**src/rtl/pwm_multi_channel_pkg.sv**
```systemverilog
// pwm_multi_channel_pkg: shared handshake state encoding and channel-select width helper
package pwm_multi_channel_pkg;
  typedef enum logic {S_IDLE = 1'b0, S_ACK_HI = 1'b1} hs_state_t;
  function automatic int sel_w(input int n);
    return (n > 1) ? $clog2(n) : 1;
  endfunction
endpackage

```
**src/rtl/pwm_multi_channel_if.sv**
```systemverilog
// pwm_multi_channel_if: four-phase req/ack duty write bus
interface pwm_multi_channel_if #(
  parameter int CHANNELS = 2,
  parameter int DUTY_WIDTH = 12
);
  import pwm_multi_channel_pkg::*;
  localparam int SEL_W = sel_w(CHANNELS);
  logic req;
  logic [SEL_W-1:0] chan_sel;
  logic [DUTY_WIDTH-1:0] duty_cycle;
  logic ack;
  modport master (output req, chan_sel, duty_cycle, input ack);
  modport slave (input req, chan_sel, duty_cycle, output ack);
endinterface

```
**src/rtl/pwm_channel.sv**
```systemverilog
// pwm_channel: shadow/active duty pair with wrap-synchronous commit and registered comparator
module pwm_channel #(
  parameter int DUTY_WIDTH = 12,
  parameter logic [DUTY_WIDTH-1:0] RESET_DUTY = '0
) (
  input  logic                  clk,
  input  logic                  rst,
  input  logic                  i_wr,
  input  logic [DUTY_WIDTH-1:0] i_wr_duty,
  input  logic                  i_commit,
  input  logic [DUTY_WIDTH-1:0] i_cnt,
  input  logic                  i_en,
  output logic                  o_pwm,
  output logic [DUTY_WIDTH-1:0] o_active_duty
);
  logic [DUTY_WIDTH-1:0] r_shadow, r_active;
  logic r_pending, r_pwm;
  // A capture coinciding with a commit keeps its pending flag, so the old shadow lands now and the new one next wrap
  always_ff @(posedge clk) begin
    if (rst) begin
      r_shadow  <= RESET_DUTY;
      r_active  <= RESET_DUTY;
      r_pending <= 1'b0;
      r_pwm     <= 1'b0;
    end else begin
      if (i_wr) r_shadow <= i_wr_duty;
      if (!i_en || (i_commit && r_pending)) r_active <= r_shadow;
      r_pending <= i_wr | (r_pending & i_en & ~i_commit);
      r_pwm     <= i_en & (i_cnt < r_active);
    end
  end
  assign o_pwm = r_pwm;
  assign o_active_duty = r_active;
endmodule

```
**src/rtl/pwm_multi_channel.sv**
```systemverilog
// pwm_multi_channel: N-channel PWM with shared period counter and handshake-loaded duties
module pwm_multi_channel
  import pwm_multi_channel_pkg::*;
#(
  parameter int CHANNELS = 2,
  parameter int DUTY_WIDTH = 12,
  parameter logic [DUTY_WIDTH-1:0] RESET_DUTY = '0
) (
  input  logic                           clk,
  input  logic                           rst,
  input  logic                           i_en,
  pwm_multi_channel_if.slave             bus,
  output logic                           o_period_wrap,
  output logic [CHANNELS-1:0]            o_pwm_out,
  output logic [CHANNELS*DUTY_WIDTH-1:0] o_pwm_duty_cycle
);
  localparam int SEL_W = sel_w(CHANNELS);
  hs_state_t r_state;
  logic [DUTY_WIDTH-1:0] r_cnt;
  logic r_ack, w_wrap, w_cap;
  assign w_wrap = i_en && (r_cnt == '1);
  assign w_cap = (r_state == S_IDLE) && bus.req;
  assign o_period_wrap = w_wrap;
  assign bus.ack = r_ack;
  always_ff @(posedge clk) begin
    if (rst) begin
      r_cnt   <= '0;
      r_state <= S_IDLE;
      r_ack   <= 1'b0;
    end else begin
      r_cnt <= i_en ? r_cnt + 1'b1 : '0;
      if (w_cap) begin
        r_state <= S_ACK_HI;
        r_ack   <= 1'b1;
      end else if (r_state == S_ACK_HI && !bus.req) begin
        r_state <= S_IDLE;
        r_ack   <= 1'b0;
      end
    end
  end
  // Out-of-range chan_sel matches no channel, so the write is acked but dropped
  for (genvar g = 0; g < CHANNELS; g++) begin : g_ch
    pwm_channel #(.DUTY_WIDTH(DUTY_WIDTH), .RESET_DUTY(RESET_DUTY)) u_ch (
      .clk          (clk),
      .rst          (rst),
      .i_wr         (w_cap && (bus.chan_sel == SEL_W'(g))),
      .i_wr_duty    (bus.duty_cycle),
      .i_commit     (w_wrap),
      .i_cnt        (r_cnt),
      .i_en         (i_en),
      .o_pwm        (o_pwm_out[g]),
      .o_active_duty(o_pwm_duty_cycle[g*DUTY_WIDTH +: DUTY_WIDTH])
    );
  end
endmodule

```
**src/flat_wrapper.sv**
```systemverilog
// flat-port wrapper written by rule: the top's interface ports become plain ports
module pwm_multi_channel_flat import pwm_multi_channel_pkg::*;
#(
  parameter int CHANNELS = 2,
  parameter int DUTY_WIDTH = 12,
  parameter logic [DUTY_WIDTH-1:0] RESET_DUTY = '0
)
  (clk, rst, i_en, o_period_wrap, o_pwm_out, o_pwm_duty_cycle, bus_req, bus_chan_sel, bus_duty_cycle, bus_ack);
  pwm_multi_channel_if #(.CHANNELS(CHANNELS), .DUTY_WIDTH(DUTY_WIDTH)) bus_i ();
  input  logic clk;
  input  logic rst;
  input  logic i_en;
  output logic o_period_wrap;
  output logic [CHANNELS-1:0] o_pwm_out;
  output logic [CHANNELS*DUTY_WIDTH-1:0] o_pwm_duty_cycle;
  input wire logic [$bits(bus_i.req)-1:0] bus_req;
  input wire logic [$bits(bus_i.chan_sel)-1:0] bus_chan_sel;
  input wire logic [$bits(bus_i.duty_cycle)-1:0] bus_duty_cycle;
  output wire logic [$bits(bus_i.ack)-1:0] bus_ack;
  assign bus_i.req = bus_req;
  assign bus_i.chan_sel = bus_chan_sel;
  assign bus_i.duty_cycle = bus_duty_cycle;
  assign bus_ack = bus_i.ack;
  pwm_multi_channel #(.CHANNELS(CHANNELS), .DUTY_WIDTH(DUTY_WIDTH), .RESET_DUTY(RESET_DUTY)) u_core (.clk(clk), .rst(rst), .i_en(i_en), .bus(bus_i), .o_period_wrap(o_period_wrap), .o_pwm_out(o_pwm_out), .o_pwm_duty_cycle(o_pwm_duty_cycle));
endmodule
```
**config.mk**
```make
export PLATFORM = sky130hd
export DESIGN_NAME = pwm_multi_channel_flat
export DESIGN_NICKNAME = d
export VERILOG_FILES = /design/src/rtl/pwm_multi_channel_pkg.sv /design/src/rtl/pwm_multi_channel_if.sv /design/src/rtl/pwm_channel.sv /design/src/rtl/pwm_multi_channel.sv /design/src/flat_wrapper.sv
export SDC_FILE = /design/constraint.sdc
export NUM_CORES = 1
export LEC_CHECK = 0
export ABC_CLOCK_PERIOD_IN_PS = 2050
export CORE_MARGIN = 8
export CORE_UTILIZATION = 35
export CTS_CLUSTER_SIZE = 24
export DETAILED_ROUTE_END_ITERATION = 7
export GPL_TIMING_DRIVEN = 0
export PLACE_DENSITY_LB_ADDON = 0.05
export RECOVER_POWER = 25
export SLEW_MARGIN = 20
export SYNTH_ARGS = -nofsm -noshare
export SYNTH_HDL_FRONTEND = slang
export SYNTH_HIERARCHICAL = 1
export SYNTH_SLANG_ARGS = --single-unit
```
**constraint.sdc**
```tcl
create_clock -name clk -period 2.05 [get_ports clk]
set_input_delay 0.205 -clock clk [delete_from_list [all_inputs] [get_ports clk]]
set_output_delay 0.205 -clock clk [all_outputs]
set_load 0.1 [all_outputs]
```
==> flow_summary.json <==
{
  "synth_largest_area_cell": "dfxtp_1",
  "initial_core_util_pct": 35.7,
  "slew-limit-headroom_pct": 34.8,
  "die_y_um": 110,
  "synthXorXnorAreaFrac_pct": 0.856,
  "fin_cells": 506,
  "report.final.slew_viol_count": 0,
  "worstHoldPathType": "reg2reg",
  "avgSynthCellArea_um2": 9.11,
  "yosys.area_share.simple_pct": 16.8,
  "core_area_mm2": 0.00859,
  "synth_compound_area_share_pct": 14.8,
  "clock_sinks": 65,
  "grt_pass1_wl_um": 12700,
  "max_stage_delay_ns": 1.13,
  "reg2reg_setup_slack_ns": 0.16,
  "synth_top_family_by_area": "simple AND/OR/NAND/NOR gates",
  "synth_cells": 337,
  "rows": 34,
  "setup_tns_ns": 0,
  "reg2reg_depth": 7,
  "place_area_mm2": 0.00368,
  "ys_async_sr_fraction_pct": 0,
  "dp.final_hpwl_um": 6080,
  "antennaDiodeCount": 0,
  "firstDrtPassIters": 4,
  "final_cell_mix": "59 x dfxtp_1, 56 x nand2_1, 30 x nor2_1",
  "fillCellCount": 894,
  "yosys.area.top_type_share_pct": 42.4,
  "total_power_w": 0.00288,
  "die_w_um": 110,
  "rsz0062_at_grt": "false",
  "crit_start": "u_core/g_ch[0].u_ch/o_pwm",
  "overflow": 0,
  "crit_chain": "clkdlybuf4s50_1",
  "end_kind": "output port",
  "synth_ff_type": "dfxtp_1",
  "antenna_found_initial": 0,
  "viasPerCell": 4.79,
  "min_path_cells": 2,
  "crit_family": "buffers and inverters",
  "final_area_mm2": 0.00385,
  "status": "completed",
  "final_nets": 434,
  "setup_violations": 0,
  "startpoint_type": "register",
  "crit_type": "reg2out",
  "cp_num_buf_inv": 1,
  "htreeDepth": 3,
  "route.detailed.drc": 0,
  "crit-reg2reg-launch": "u_core/r_cnt[7]",
  "path_max_fanout": 1,
  "yosys.area_share.adder_pct": 9.78,
  "cts-root-buf": "clkbuf_8",
  "worstMarginPinSlew_ns": 0.974,
  "slowest_stage": "clkdlybuf4s50_1",
  "synth_fp_nets": 378,
  "syn_area_mm2": 0.00307,
  "clk_path_buf_depth": 2,
  "leakage_nw": 1.50,
  "final_common_cell": "dfxtp_1",
  "cts_buffers": 9,
  "ys_ff_latch": 65,
  "muxShareOfSynthArea_pct": 8.15,
  "hp-start": "u_core/g_ch[1].u_ch/r_shadow[11]",
  "drv_cap": 0,
  "gp_congestion": 0.750,
  "worstHoldEndpoint": "u_core/g_ch[1].u_ch/o_active_duty[11]",
  "hold_viol": 0,
  "period_share_pct": 97.2,
  "wire_per_inst_um": 15.6,
  "num_io_pins": 45,
  "grt_usage_pct": 14.0,
  "cts_tree": "built",
  "ys_warn_count": 6,
  "grt_pass1_vias": 2395,
  "arrival_ns": 1.79,
  "synth_edf_count": 0,
  "numPortBuffers": 44,
  "fmax_ghz": 0.502,
  "r2r_end": "u_core/g_ch[0].u_ch/o_active_duty[1]",
  "synth_area_leaders": "dfxtp_1 42%, ha_1 9.8%, mux2i_1 8.2%",
  "skew_ns": 0.00769,
  "placed_cells": 489,
  "cts_hold_buf": 0,
  "drive_gt1_share_pct": 15.6,
  "worstPathRequired_ns": 1.85,
  "synthDistinctLibCells": 33,
  "vias": 2425,
  "whs_ns": 0.473,
  "power_density_mw_per_mm2": 749,
  "yosysSeqAreaShare_pct": 42.4,
  "grt_start_max_net_pins": 13,
  "clk_pin_slew_ns": 0.07,
  "clkLatencyLatePin_ns": 0.35,
  "dieArea_mm2": 0.0120,
  "vdd_drop_max_v": 0.000369,
  "drt_wl_total_um": 7880,
  "period_minus_slack_ns": 1.99,
  "dr.first_iter.drc_count": 108,
  "area_delta_synth_final_pct": 25.5,
  "postRouteAntennaNets": 0
}
==> worst max path at each step <==
stage | endpoint | slack, ns | cells after the start
after CTS | o_pwm_out[0] | 0.02 | 1
after global placement | o_period_wrap | -1.12 | 4
after global routing | o_pwm_out[0] | 0.003 | 1
after floorplan | u_core/g_ch[0].u_ch/o_active_duty[0] | -0.49 | 6
final | o_pwm_out[0] | 0.06 | 1
after detailed placement | o_period_wrap | -1.13 | 4
==> cell type report <==
cell class                      count  area (um^2)  share of cell area [%]
Multi-Input combinational cell    231         1560                    40.6
Tap cell                          108          135                    3.51
Buffer                             15          115                    2.99
Clock buffer                       11          151                    3.93
Clock inverter                      5         62.6                    1.62
Sequential cell                    65         1310                    34.0
Inverter                           26         97.6                    2.53
Timing Repair Buffer               45          418                    10.9
==> synthesized netlist by cell type (3+ instances only) <==
| cell | count |
|---|---|
| nand3_1 | 5 |
| and2_1 | 3 |
| mux2i_1 | 25 |
| inv_1 | 26 |
| or4_1 | 3 |
| a211oi_1 | 4 |
| buf_2 | 6 |
| buf_6 | 8 |
| a21oi_1 | 19 |
| nor2_1 | 30 |
| a21oi_2 | 20 |
| nor3b_1 | 4 |
| o211ai_1 | 4 |
| nand4_1 | 4 |
| dfxtp_1 | 65 |
| nand2_1 | 56 |
| o21ai_0 | 4 |
| ha_1 | 24 |
| o31ai_1 | 3 |
| or3_1 | 4 |
==> per-layer routing <==
layer,wire length [um],vias up,global-route usage [%]
li1,-,1267,-
met1,3830,1110,17.6
met2,3620,38,22.0
met3,319,10,4.28
met4,113,0,5.11
met5,0,-,0
==> report_power, final <==
group | switching, W | internal [W]
Clock | 0.000521 | 0.000634
Sequential | 0.0000330 | 0.00131
Combinational | 0.000253 | 0.000133
==> registers in the layout, indices dropped and copies added (netlist names) <==
name,cells
u_core/bus.ack,1
u_core/g_ch.u_ch/o_active_duty,24
u_core/g_ch.u_ch/o_pwm,2
u_core/g_ch.u_ch/r_pending,2
u_core/g_ch.u_ch/r_shadow,24
u_core/r_cnt,12
==> per-stage QoR <==
stage / setup WS (ns) / utilization, %
2_1_floorplan: -0.485 / -
3_3_place_gp: -1.12 / 42.8
3_5_place_dp: -1.13 / 42.8
4_1_cts: 0.0178 / 45.0
5_1_grt: 0.00315 / 44.8
6_report: 0.0576 / 44.8
==> cell families after synthesis <==
| kind of cell | count (synthesis) |
|---|---|
| AO/OA/AOI/OAI | 64 |
| XOR/XNOR | 3 |
| adder cells (fa/ha/maj) | 24 |
| buffers and inverters | 41 |
| flip-flops | 65 |
| multiplexers | 25 |
| AND/OR/NAND/NOR | 115 |
==> repair_timing <==
item	CTS	global route
setup endpoints to repair	26	13
gates resized for setup	32	0
pin swaps	1	1
gates cloned	0	0
setup buffers	1	0
(Power assumes the default switching activity.)
